### src/rtl/regfile_write_arbiter.sv
// Four-requester round-robin write arbiter for a register-file write port,
// with optional locked bursts of up to MAX_BURST consecutive beats.
module regfile_write_arbiter #(
    parameter int DATA_W    = 8,
    parameter int MAX_BURST = 4
) (
    input  logic                clk,
    input  logic                rst_n,
    input  logic [3:0]          req,
    input  logic [3:0]          lock,
    input  logic [4*DATA_W-1:0] wdata,
    output logic [3:0]          gnt,
    output logic                wr_en,
    output logic [1:0]          wr_sel,
    output logic [3:0]          wr_onehot,
    output logic [DATA_W-1:0]   wr_data,
    output logic                busy
);

    typedef enum logic [0:0] {
        ST_IDLE  = 1'b0,
        ST_GRANT = 1'b1
    } state_t;

    // Beat counter holds (beats already granted - 1), so a burst may extend
    // while it is below MAX_BURST-1.
    localparam logic [3:0] BEAT_LAST = 4'(MAX_BURST - 1);

    state_t              state_r;
    logic [1:0]          ptr_r;
    logic [3:0]          beat_cnt_r;

    logic                hold_s;
    logic [1:0]          rr_start_s;
    logic [2:0]          pick_s;
    logic [1:0]          data_idx_s;
    logic [DATA_W-1:0]   data_s;

    // Returns {found, index} of the first set request at or above start, wrapping 3->0.
    function automatic logic [2:0] rr_pick(input logic [3:0] r, input logic [1:0] start);
        logic [2:0] res;
        logic [1:0] idx;
        res = 3'b000;
        for (int i = 3; i >= 0; i--) begin
            idx = start + 2'(i);
            res = r[idx] ? {1'b1, idx} : res;
        end
        return res;
    endfunction

    // Two-to-four decode of a register index.
    function automatic logic [3:0] dec_onehot(input logic [1:0] idx);
        logic [3:0] res;
        case (idx)
            2'd0:    res = 4'b0001;
            2'd1:    res = 4'b0010;
            2'd2:    res = 4'b0100;
            2'd3:    res = 4'b1000;
            default: res = 4'b0000;
        endcase
        return res;
    endfunction

    // Burst-continue decision and round-robin start point; a finishing grant
    // arbitrates from the pointer it is about to leave behind.
    always_comb begin
        hold_s     = 1'b0;
        rr_start_s = ptr_r;
        case (state_r)
            ST_GRANT: begin
                hold_s     = req[wr_sel] & lock[wr_sel] & (beat_cnt_r < BEAT_LAST);
                rr_start_s = wr_sel + 2'd1;
            end
            ST_IDLE: begin
                hold_s     = 1'b0;
                rr_start_s = ptr_r;
            end
            default: begin
                hold_s     = 1'b0;
                rr_start_s = ptr_r;
            end
        endcase
    end

    // Winner selection and write-data mux for the beat issued at this edge.
    always_comb begin
        pick_s = rr_pick(req, rr_start_s);
        if (hold_s) begin
            data_idx_s = wr_sel;
        end else begin
            data_idx_s = pick_s[1:0];
        end
        data_s = wdata[int'(data_idx_s)*DATA_W +: DATA_W];
    end

    // Arbitration FSM with registered grant and write-port outputs.
    always_ff @(posedge clk or negedge rst_n) begin
        if (!rst_n) begin
            state_r    <= ST_IDLE;
            ptr_r      <= 2'd0;
            beat_cnt_r <= 4'd0;
            gnt        <= 4'b0000;
            wr_en      <= 1'b0;
            wr_sel     <= 2'd0;
            wr_onehot  <= 4'b0000;
            wr_data    <= '0;
            busy       <= 1'b0;
        end else if (hold_s) begin
            beat_cnt_r <= beat_cnt_r + 4'd1;
            wr_data    <= data_s;
        end else begin
            ptr_r <= rr_start_s;
            if (pick_s[2]) begin
                state_r    <= ST_GRANT;
                beat_cnt_r <= 4'd0;
                gnt        <= dec_onehot(pick_s[1:0]);
                wr_en      <= 1'b1;
                wr_sel     <= pick_s[1:0];
                wr_onehot  <= dec_onehot(pick_s[1:0]);
                wr_data    <= data_s;
                busy       <= 1'b1;
            end else begin
                // wr_sel and wr_data keep their last values while idle.
                state_r    <= ST_IDLE;
                beat_cnt_r <= 4'd0;
                gnt        <= 4'b0000;
                wr_en      <= 1'b0;
                wr_onehot  <= 4'b0000;
                busy       <= 1'b0;
            end
        end
    end

endmodule

### config.mk
export PLATFORM = sky130hd
export DESIGN_NAME = regfile_write_arbiter
export DESIGN_NICKNAME = d
export VERILOG_FILES = /design/src/rtl/regfile_write_arbiter.sv
export SDC_FILE = /design/constraint.sdc
export NUM_CORES = 1
export LEC_CHECK = 0
export BUFFER_PORTS_ARGS = -buffer_cell sky130_fd_sc_hd__clkbuf_2
export CAP_MARGIN = 40
export CORE_AREA = 3 3 61 86
export CTS_CLUSTER_SIZE = 20
export DETAILED_ROUTE_END_ITERATION = 8
export DIE_AREA = 0 0 64 89
export PLACE_DENSITY = 0.56
export SLEW_MARGIN = 20
export SYNTH_ARGS = -nofsm -noshare
export SYNTH_HDL_FRONTEND = slang
export SYNTH_SLANG_ARGS = --single-unit
### constraint.sdc
create_clock -name clk -period 2.8 [get_ports clk]
set_input_delay 0.14 -clock clk [delete_from_list [all_inputs] [get_ports clk]]
set_output_delay 0.14 -clock clk [all_outputs]
set_load 0.01 [all_outputs]
# Word-level counts from Yosys, hierarchy flattened
# Index checks and enable logic that the tools add are counted.
[word_totals]
ff_bits = 21
in_bits = 42
[classes]
shifts = 1
order_cmp = 6
n_eq_ne = 3
bitwise = 4
reduce_logical = 3
muxes = 25
addsub = 5
[ops]
columns = ["operator", "n"]
rows = [
  ["$shiftx A32 B6 Y8", 1],
  ["$mux W8", 2],
  ["$pmux W4 S4", 1],
  ["$lt A2 B3 Y1 const B", 5],
  ["$bmux W1 S2", 6],
  ["$mux W3", 4],
  ["$mux W4", 2],
  ["$mux W1", 7],
  ["$add A2 B1 Y2 const B", 2],
  ["$add A2 B2 Y2 const B", 2],
  ["$add A4 B1 Y4 const B", 1],
  ["$eq A2 B2 Y1 const B", 2],
  ["$lt A4 B2 Y1 const B", 1],
  ["$pmux W2 S2", 1],
  ["$and A1 B1 Y1", 2],
  ["$eq A2 B1 Y1 const B", 1],
  ["$logic_not A2 Y1", 1],
  ["$mux W2", 1],
  ["$not A1 Y1", 2],
  ["$pmux W1 S2", 1],
  ["$reduce_and A2 Y1", 1],
  ["$reduce_bool A2 Y1", 1],
]

# Longest topological paths before layout
[depth]
ltp_word = 13
mapped_depth = 9
depth_no_buf = 6

# Worst setup path before layout
# Ideal clock, no wire load.
[synth_path]
kind = "register to register"
from = "reg wr_sel[0]"
to = "reg wr_data[0]"
n_path_buf = 3
stages_incl_launch_ff = 10
arrival_time_ns = 1.922
path_slack_ns = 0.732
required_time_ns = 2.654
cell_sequence = "dfrtp_1 > buf_4 > xnor2_1 > a2111oi_0 > a211o_2 > o21a_1 > buf_6 > buf_12 > mux2i_1 > o221ai_1"
[synth_via]
elab_chain_len = 13
[synth_rtl]
columns = ["item", "line", "rtl"]
rows = [
  ["from (decl)", "14", "output logic [1:0] wr_sel,"],
  ["from (signal assigned)", "118", "wr_sel <= pick_s[1:0];"],
  ["$add A2 B1 Y2", "72", "rr_start_s = wr_sel + 2'd1;"],
  ["$pmux W2 S2", "69", "case (state_r)"],
  ["$add A2 B2 Y2", "45", "idx = start + 2'(i);"],
  ["$bmux W1 S2", "46", "res = r[idx] ? {1'b1, idx} : res;"],
  ["$mux W1 (implied by the code)", "46", ""],
  ["$mux W3 (4 in series)", "46", ""],
  ["$mux W2", "88", "if (hold_s) begin"],
  ["$shiftx A32 B6 Y8", "93", "data_s = wdata[int'(data_idx_s)*DATA_W +: DATA_W];"],
  ["$mux W8", "113", "if (pick_s[2]) begin"],
  ["$mux W8", "108", "end else if (hold_s) begin"],
  ["to (signal assigned)", "110", "wr_data <= data_s;"],
  ["to (signal assigned)", "120", "wr_data <= data_s;"],
  ["to (decl)", "16", "output logic [DATA_W-1:0] wr_data,"],
]
# Several ways; a longest one is shown, not always the timed one. The select of a mux whose other input is x is not followed.
# A chain may end at the register's enable or synchronous reset.

# Worst setup path in the final report
[layout_path]
from = "reg state_r"
to = "reg wr_data[7]"
[layout_via]
elab_chain_len = 13
[layout_rtl]
columns = ["item", "line", "rtl"]
rows = [
  ["from (decl)", "29", "state_t state_r;"],
  ["from (signal assigned)", "99", "state_r <= ST_IDLE;"],
  ["from (signal assigned)", "114", "state_r <= ST_GRANT;"],
  ["from (signal assigned)", "124", "state_r <= ST_IDLE;"],
  ["$not A1 Y1", "69", ""],
  ["$pmux W2 S2", "69", ""],
  ["$add A2 B2 Y2", "45", ""],
  ["$bmux W1 S2", "46", ""],
  ["$mux W1 (implied by the code)", "46", ""],
  ["$mux W3 (4 in series)", "46", ""],
  ["$mux W2", "88", ""],
  ["$shiftx A32 B6 Y8", "93", ""],
  ["$mux W8", "113", ""],
  ["$mux W8", "108", ""],
]
# Several ways; a longest one is shown, not always the timed one. The select of a mux whose other input is x is not followed.

==> results.md <==
Setup path:
- For the worst setup path, the data arrival time is approximately 2.6 ns.
- The capturing element type of the critical path is a register.
- The startpoint identified for the worst register-to-register timing path is state_r$_DFFE_PN0N_.
- The most critical setup path has its startpoint at state_r$_DFFE_PN0N_.
- The slowest stage of the critical path is the dfrtp_1 cell.
- In this run the worst setup path terminates at wr_data[7]$_DFFE_PN0P_.
- The delay of the slowest cell on the worst path is between 0.6 and 0.7 ns.
- The terminus of the critical flop-to-flop path is wr_data[7]$_DFFE_PN0P_.
- By startpoint and endpoint, the worst setup path is classified as reg2reg.
- In this run the register-to-register setup slack is about 0.33 ns.
- The worst setup path is launched from a register.
- The critical path required time is 2.93 ns.
- Traced cell by cell, the critical path runs through nor4b_2, o211a_1, o21a_1, buf_4, mux2i_1, o221ai_1.
- Counting cells, the worst reg-to-reg path comes to 6.
- The biggest fanout along the worst timing path is 16.

Detailed routing:
- After detailed routing, the average wire length per cell comes to 12.98 µm.
- The first TritonRoute pass finished after 4 iterations.
- In this run the remaining antenna-violating nets after routing total 0.
- The count of unresolved DRC violations after routing is 0.
- The routed via count divided by cell count is approximately 4.8.
- The total via count after detailed routing is roughly 1,200.
- The initial DRC count is between 80 and 90.
- The final wirelength is 3.388 mm.

Layout:
- The area of all placed cells without fillers is around 0.0017 mm².
- The net total in the final layout is about 240.
- From synthesis to final layout, the design area changed by 26.16%.
- The number of antenna diodes in the final layout is 0.
- The fraction of layout cells with a size suffix above 1 is 0.3668.
- The final design utilization is 0.3766.

Die:
- The die is roughly 64 µm wide.
- The row count is 29.
- The area of the die is approximately 0.0057 mm².
- The initial core utilization is 0.2985.
- The placeable core area is 0.004536 mm².
- During I/O placement, the number of pins put on the boundary was 62.
- The floorplan die height is about 89 µm.

Pwr:
- Of the total power, the clock network draws 0.126.
- The share of total power dissipated in combinational logic is 0.515.
- Dividing total power by cell area gives a power density of ~900 mW/mm².
- Summed over all cells, the static leakage comes to slightly below 0.9 nW.
- The largest vdd supply drop is ~0.31 mV.
- In this run the power spent charging and discharging nets is about 0.64 mW.
- The sequential fraction of design power is 0.359.
- The switching power as a share of total power is 0.4162.
- The internal portion of the total power is between 0.8 and 0.9 mW.

Run status:
- The run finished with clean final reports.

CTS:
- The deepest clock path buffer count is 2.
- The number of instances resized during post-cts repair is 0.
- The clock-pin slew of the registers on the worst-case setup and hold paths is 0.07 ns.
- TritonCTS built the clock tree.
- The root buffer cell chosen for the clock tree is clkbuf_8.
- For this design, the sink count on the clock tree is 21.
- The setup fix buffers added after clock tree synthesis is 0.
- In this run, CTS created clock tree buffers numbering 3.
- The latest clock arrival within the worst-skew pair is 0.25 ns.
- The number of H-tree levels is 1.

Logic synthesis:
- The share of synthesized registers carrying an async set or reset is 1.000.
- The main flop type after synthesis is dfrtp_1.
- The Yosys step of the flow raised 0 warnings.
- The share of synthesized area in the top cell type comes to 0.3882.
- The largest total area in the synthesized netlist belongs to dfrtp_1.
- The synthesized instance count is between 100 and 150.
- The share of the Yosys chip area taken by registers is 0.3882.
- Sorting the synthesized cells by area gives the leading types as dfrtp_1 (39%), mux2i_1 (13%), nand2_1 (6.9%).
- In this run, synthesis inferred 0 flip-flops with an integrated enable.
- The post-synthesis instance area is approximately 0.0014 mm².
- The synthesized area per cell is between 9 and 10 µm².
- The synthesis-stage register bit count is 21.
- Yosys mapped the design onto 37 distinct sky130hd cell types.

GRT:
- The number of antenna violations at the first check in global routing was 0.
- The global-route wire length before repair is ~5.7 mm.
- The via count of the first global-routing pass is roughly 1,200.
- The global route total overflow is 0.
- Entering global routing, the biggest net connects 22 pins.
- For this run, the total global-route usage over all layers was measured as 0.1245.

Hold path:
- The worst hold path belongs to the class in2reg.

STA:
- The relative slew slack is 0.6500.
- Between clock sinks in the finished design, the worst skew comes to ~0.0026 ns.
- The slew at the pin closest to its max-slew limit is between 0.5 and 0.6 ns.
- Derived from the worst setup path, the maximum achievable clock frequency is just over 400 MHz.
- Setup repair after global routing left no endpoint under its margin.
- For the final routed database, the setup TNS stands at 0 ns.
- The total count of hold-check failures in the final report is 0.
- Of the available clock period, the critical path in the final layout requires 0.8810.
- The number of pins with negative max-slew slack in the final report is 0.
- After layout, the minimum clock period comes to about 2.5 ns.
- Setup violations remaining at the end of the flow were counted as 0.
- Hold is met by between 0.2 and 0.25 ns.

Placement:
- Buffers placed on the I/O ports in this run total 61.
- The placed instances occupy a cell area of 0.001653 mm².
- The half-perimeter wire length of the detailed placement result is around 2.7 mm.
- At the end of routability-driven placement, the weighted congestion stood at a little over 0.8.

Flow run:
- The tool flagged a number of max-cap violations equal to 0.
## layout by cell type (no fill, tap or decap), types with 2 or more instances in the layout
cell	n
a31oi_1	2
and2_1	2
buf_4	4
clkbuf_2	61
clkbuf_8	3
conb_1	2
dfrtp_1	21
inv_1	5
mux2i_1	18
nand2_1	25
nand3_1	6
nand3b_1	2
nor2_1	4
o211ai_1	3
o21ai_0	10
o21ai_1	2
o221ai_1	8
o31ai_1	3
## worst min path at each step
stage / startpoint / endpoint / slack [ns] / cells past startpoint
floorplan: rst_n / beat_cnt_r[0]$_DFF_PN0_ / -0.16 / 0
global placement: rst_n / wr_onehot[2]$_DFFE_PN0N_ / 0.15 / 1
detailed placement: rst_n / ptr_r[0]$_DFFE_PN0N_ / 0.15 / 1
CTS: wdata[29] / wr_data[5]$_DFFE_PN0P_ / 0.20 / 3
global route: wdata[26] / wr_data[2]$_DFFE_PN0P_ / 0.21 / 3
finish: wdata[24] / wr_data[0]$_DFFE_PN0P_ / 0.20 / 3
## stage by stage
| stage | std cells | setup slack [ns] | total power, mW |
|---|---|---|---|
| final | 261 | 0.3332 | 1.541 |
| after global routing | 261 | 0.1238 | 1.684 |
| after CTS | 261 | 0.3375 | 1.567 |
| after detailed placement | 256 | 0.3641 | 1.367 |
| after global placement | 256 | 0.3752 | 1.361 |
| after floorplan | 146 | 0.7323 | 1.179 |
## state kept, by name, indices dropped and copies added, names as in the netlist
signal	count
wr_onehot	4
ptr_r	2
wr_data	8
state_r	1
wr_sel	2
beat_cnt_r	4
## timing repair
action	in CTS	in global routing
hold buffers	1	0
endpoints found under the hold margin	21	0
endpoints found under the setup margin	0	0
## kinds of logic after synthesis
group	synth area share
multiplexers	0.1331
XOR/XNOR	0.01849
adder cells (fa/ha/maj)	0.009241
buffers and inverters	0.1054
other	0.002770
AND/OR/NAND/NOR	0.1543
AO/OA/AOI/OAI	0.1885
flip-flops	0.3882
## critical path, delay by kind of cell, from the launching register on
kind,cells,cell delay (ns)
buffers and inverters,1,0.26
AOI/OAI and AO/OA,3,0.74
muxes,1,0.25
DFF,1,0.62
and+or+nand+nor,1,0.47
## area by class of cell
type / instances / area, µm²
fillers: 482 / 2828
multi-input cells: 103 / 695.7
flip-flops and latches: 21 / 525.5
repair buffers: 66 / 345.3
well taps: 62 / 77.57
clock buffers: 4 / 45.04
inverters: 5 / 18.77
## power groups by stage
| stage | logic [mW] | clock network (mW) | registers [mW] |
|---|---|---|---|
| after floorplan | 0.631 | 0 | 0.548 |
| after global placement | 0.798 | 0 | 0.563 |
| after detailed placement | 0.809 | 0 | 0.558 |
| after CTS | 0.808 | 0.202 | 0.556 |
| after global routing | 0.887 | 0.220 | 0.578 |
| final | 0.793 | 0.194 | 0.554 |
## metal layers
layer	global-route usage	part of all wire
met4	0.03536	0.0044
met1	0.1531	0.42
met2	0.2201	0.49
met5	0	0
met3	0.02516	0.078
## synth_stat cells (all sizes together) (2+ instances only)
master   n
nand2   25
buf     13
o31ai    3
o221ai   8
nand3b   2
clkbuf   4
inv      5
a31oi    2
nor2     4
and2     2
dfrtp   21
nand3    6
mux2i   18
o211ai   3
o21ai   12
No activity file was read; power rests on OpenSTA's default activity.
